**config.mk**
```make
export PLATFORM = sky130hd
export DESIGN_NAME = pipe_reg_chain
export DESIGN_NICKNAME = d
export VERILOG_FILES = /design/src/rtl/pipe_reg_chain.sv
export SDC_FILE = /design/constraint.sdc
export NUM_CORES = 1
export LEC_CHECK = 0
export BUFFER_PORTS_ARGS = -buffer_cell sky130_fd_sc_hd__buf_2
export CORE_MARGIN = 2
export CORE_UTILIZATION = 40
export DETAILED_ROUTE_END_ITERATION = 8
export PLACE_DENSITY = 0.79
export SYNTH_ARGS = -nofsm -noshare
export SYNTH_HDL_FRONTEND = slang
export SYNTH_SLANG_ARGS = --single-unit
```
**constraint.sdc**
```tcl
create_clock -name clk -period 3.2 [get_ports clk]
set_input_delay 0.48 -clock clk [delete_from_list [all_inputs] [get_ports clk]]
set_output_delay 0.48 -clock clk [all_outputs]
set_load 0.03 [all_outputs]
```
**src/rtl/pipe_reg_chain.sv**
```systemverilog
// pipe_reg_chain: DEPTH-stage elastic pipeline register (valid/ready, stall, flush).
// Define PIPE_REG_CHAIN_CLEAR_DATA_EN to clear data registers to RESET_VALUE on reset/flush.
module pipe_reg_chain #(
    parameter int               WIDTH       = 8,
    parameter int               DEPTH       = 2,
    parameter logic [WIDTH-1:0] RESET_VALUE = {WIDTH{1'b0}}
) (
    input  logic                         clk,
    input  logic                         reset,
    input  logic                         flush,
    input  logic                         in_valid,
    input  logic [WIDTH-1:0]             in_data,
    output logic                         in_ready,
    output logic                         out_valid,
    output logic [WIDTH-1:0]             out_data,
    input  logic                         out_ready,
    output logic [$clog2(DEPTH+1)-1:0]   occupancy
);
    localparam int OCC_W = $clog2(DEPTH+1);

    logic [DEPTH-1:0]            valid_q, valid_d;
    logic [DEPTH-1:0][WIDTH-1:0] data_q, data_d;
    logic [DEPTH-1:0]            rdy;

    // A stage may load when it is empty or everything downstream of it moves.
    always_comb begin
        logic r;
        r   = out_ready;
        rdy = '0;
        for (int k = DEPTH-1; k >= 0; k--) begin
            r      = !valid_q[k] || r;
            rdy[k] = r;
        end
    end

    always_comb begin
        valid_d = valid_q;
        data_d  = data_q;
        if (flush) begin
            valid_d = '0;
`ifdef PIPE_REG_CHAIN_CLEAR_DATA_EN
            data_d  = {DEPTH{RESET_VALUE}};
`endif
        end else begin
            if (rdy[0]) begin
                valid_d[0] = in_valid;
                data_d[0]  = in_data;
            end
            for (int k = 1; k < DEPTH; k++) begin
                if (rdy[k]) begin
                    valid_d[k] = valid_q[k-1];
                    data_d[k]  = data_q[k-1];
                end
            end
        end
    end

    always_ff @(posedge clk) begin
        if (!reset) valid_q <= '0;
        else        valid_q <= valid_d;
    end

`ifdef PIPE_REG_CHAIN_CLEAR_DATA_EN
    always_ff @(posedge clk) begin
        if (!reset) data_q <= {DEPTH{RESET_VALUE}};
        else        data_q <= data_d;
    end
`else
    // Data flops are reset-free; only the valid bits carry state that matters.
    always_ff @(posedge clk) begin
        data_q <= data_d;
    end

    logic [WIDTH-1:0] unused_reset_value;
    assign unused_reset_value = RESET_VALUE;
`endif

    always_comb begin
        occupancy = '0;
        for (int k = 0; k < DEPTH; k++) begin
            occupancy = occupancy + OCC_W'(valid_q[k]);
        end
    end

    assign in_ready  = rdy[0] && reset && !flush;
    assign out_valid = valid_q[DEPTH-1];
    assign out_data  = data_q[DEPTH-1];

endmodule

```
==> impl_metrics.py <==
metrics = {
    "worst_setup_path": {
        "cp.arrival_ns": 1.14,
        "crit_path_end_kind": "output port",
        "cp_cell_sequence": "and3b_1, nor2_1, buf_2",
        "critPathLaunchType": "flip-flop",
        "worstPathRequired_ns": 2.72,
        "path_max_fanout": 4,
        "crit_type": "reg -> out",
        "slowest_delay_ns": 0.35,
        "slowest_stage": "dfxtp_1",
    },
    "layout": {
        "n_fill_cell": 128,
        "drive_gt1_frac": 0.5000,
        "final_common_cell": "buf_2",
        "syn2layout_area_growth_pct": 17.99,
        "nets": 71,
        "antenna_cells": 0,
        "layout_common_cells": "buf_2 (24), edfxtp_1 (16), clkbuf_4 (3)",
        "fin_cells": 72,
    },
    "clock_network": {
        "cts-hold-fix-buffers": 0,
        "htree_levels": 1,
        "clk_path_buf_depth": 2,
        "cts_root_buf": "clkbuf_4",
        "cts_tree": "done",
        "clkLatencyLatePin_ns": 0.28,
        "path_clk_slew_ns": 0.10,
        "post_cts_resized": 0,
        "cts_inserted_buffers": 3,
        "cts_setup_buffers": 0,
        "clkSinkCount": 18,
    },
    "pwr": {
        "report.power.total_mw": 0.4424,
        "ir_drop_mv": 0.2319,
        "power_density_nw_per_um2": 579.7,
        "leakagePower_nw": 0.3356,
    },
    "sta": {
        "whs_ns": 0.3633,
        "slew_viol_final": 0,
        "worstMarginPinSlew_ns": 0.6225,
        "period_minus_slack_ns": 1.621,
        "fmax_mhz": 616.9,
        "relSlewSlack": 0.5841,
        "setup-violations-final": 0,
        "fin_worst_skew_ns": 0.007305,
        "rsz0062_at_grt": "no",
        "tns_ns": 0,
        "fin_crit_sh": 0.5066,
        "finalHoldViolations": 0,
    },
    "yosys": {
        "syn_nets": 50,
        "synth_top_cell_area_share": 0.7427,
        "ys.warnings.count": 0,
        "synth_largest_area_cell": "edfxtp_1",
        "synth_cells": 36,
        "synth.ff_latch_count": 18,
        "synthDistinctLibCells": 11,
        "synth_area_leaders": "edfxtp_1 (74%), buf_4 (9.3%), dfxtp_1 (6.2%), ha_1 (1.9%), nand2b_1 (1.9%)",
        "synth.avg_cell_area_um2": 17.97,
        "ys_seq_area_frac": 0.8046,
        "synth_area_um2": 646.9,
    },
    "global_routing": {
        "grt_start_max_net_pins": 11,
        "grt_pass1_vias": 284,
        "grt_pass1_wl_um": 1179,
        "grt_antenna_before_repair": 0,
        "grtUsageTotal": 0.09375,
        "overflow": 0,
    },
    "flow_run": {
        "drv_cap": 0,
    },
    "floorplanning": {
        "die_x_um": 44.22,
        "die_area_um2": 1955,
        "boundaryPins": 25,
        "die_h_um": 44.22,
        "core_area_um2": 1506,
        "placementRows": 14,
        "start_util": 0.4294,
    },
    "outcome": {
        "status": "complete, no violations",
    },
    "route": {
        "drt_wl_total_um": 782,
        "wire_per_inst_um": 10.86,
        "route.vias.total": 315,
        "avgViaCountPerCell": 4.375,
        "ant_nets": 0,
        "post-route-drc-count": 0,
        "first_pass_iters": 2,
        "drtIter0Drc": 9,
    },
    "placed_design": {
        "place_inst": 68,
        "io_buffers": 24,
        "globalplace.congestion": 0.6514,
    },
    "hold_path": {
        "hp-class": "in -> reg",
    },
}
==> critical path: cells and delay by family, from the launching register on <==
kind          cells  cell delay (ns)
buf+inv           1             0.20
simple gates      2             0.31
flops             1             0.35
==> where the power goes <==
part	internal (mW)	total, mW	switching [mW]	leakage [nW]
logic	0.0119	0.0360	0.0241	0.142
registers	0.270	0.273	0.00313	0.173
clock network	0.0692	0.134	0.0646	0.0210
total	0.351	0.442	0.0918	0.336
==> state kept, by name, summed over array words and instances, names as in the netlist <==
name	cells
data_q	8
valid_q	2
out_data	8
==> cells in the mapped netlist <==
master,instances
edfxtp_1,16
buf_4,8
dfxtp_1,2
nand2b_1,2
nor2_1,2
a21oi_1,1
and3b_1,1
ha_1,1
inv_1,1
nor2b_1,1
o21ba_1,1
==> worst paths after layout <==
kind	start	to	slack [ns]	depth (start not counted)
worst max-delay path	valid_q[1]	in_ready	1.58	3
worst min-delay path	in_data[7]	data_q[7]	0.36	1
worst max register to register	valid_q[1]	data_q[3]	1.80	2
worst min register to register	data_q[3]	out_data[3]	0.43	0
==> cells by family after synthesis <==
group,Yosys count,synth area share
fa+ha+maj,1,0.01934
flops,18,0.8046
buf+inv,9,0.09864
compound gates,2,0.02320
simple gates,6,0.05417
==> cell type report <==
class                      instances  area (µm²)  area share
multi-input combinational          9       62.56     0.08197
inverter                           1       3.754    0.004918
timing repair buffer              24       120.1      0.1574
clock buffer                       4       36.28     0.04754
tap                               16       20.02     0.02623
sequential                        18       520.5      0.6820
==> per-layer routing <==
metal	track usage	wire [µm]	up-vias
met2	0.1265	396	14
met1	0.1117	340	141
met3	0.02449	46	0
met4	0.1091	0	0
met5	0	0	-
li1	-	-	160
==> stage by stage <==
stage / area [µm²] / setup slack (ns) / util
after global routing: 763.2 / 1.476 / 0.5066
after detailed placement: 726.9 / 1.574 / 0.4826
after global placement: 726.9 / 1.649 / 0.4826
final: 763.2 / 1.579 / 0.5066
after floorplan: 646.9 / 1.639 / -
after CTS: 763.2 / 1.559 / 0.5066
Power figures use the tool's default switching activity.
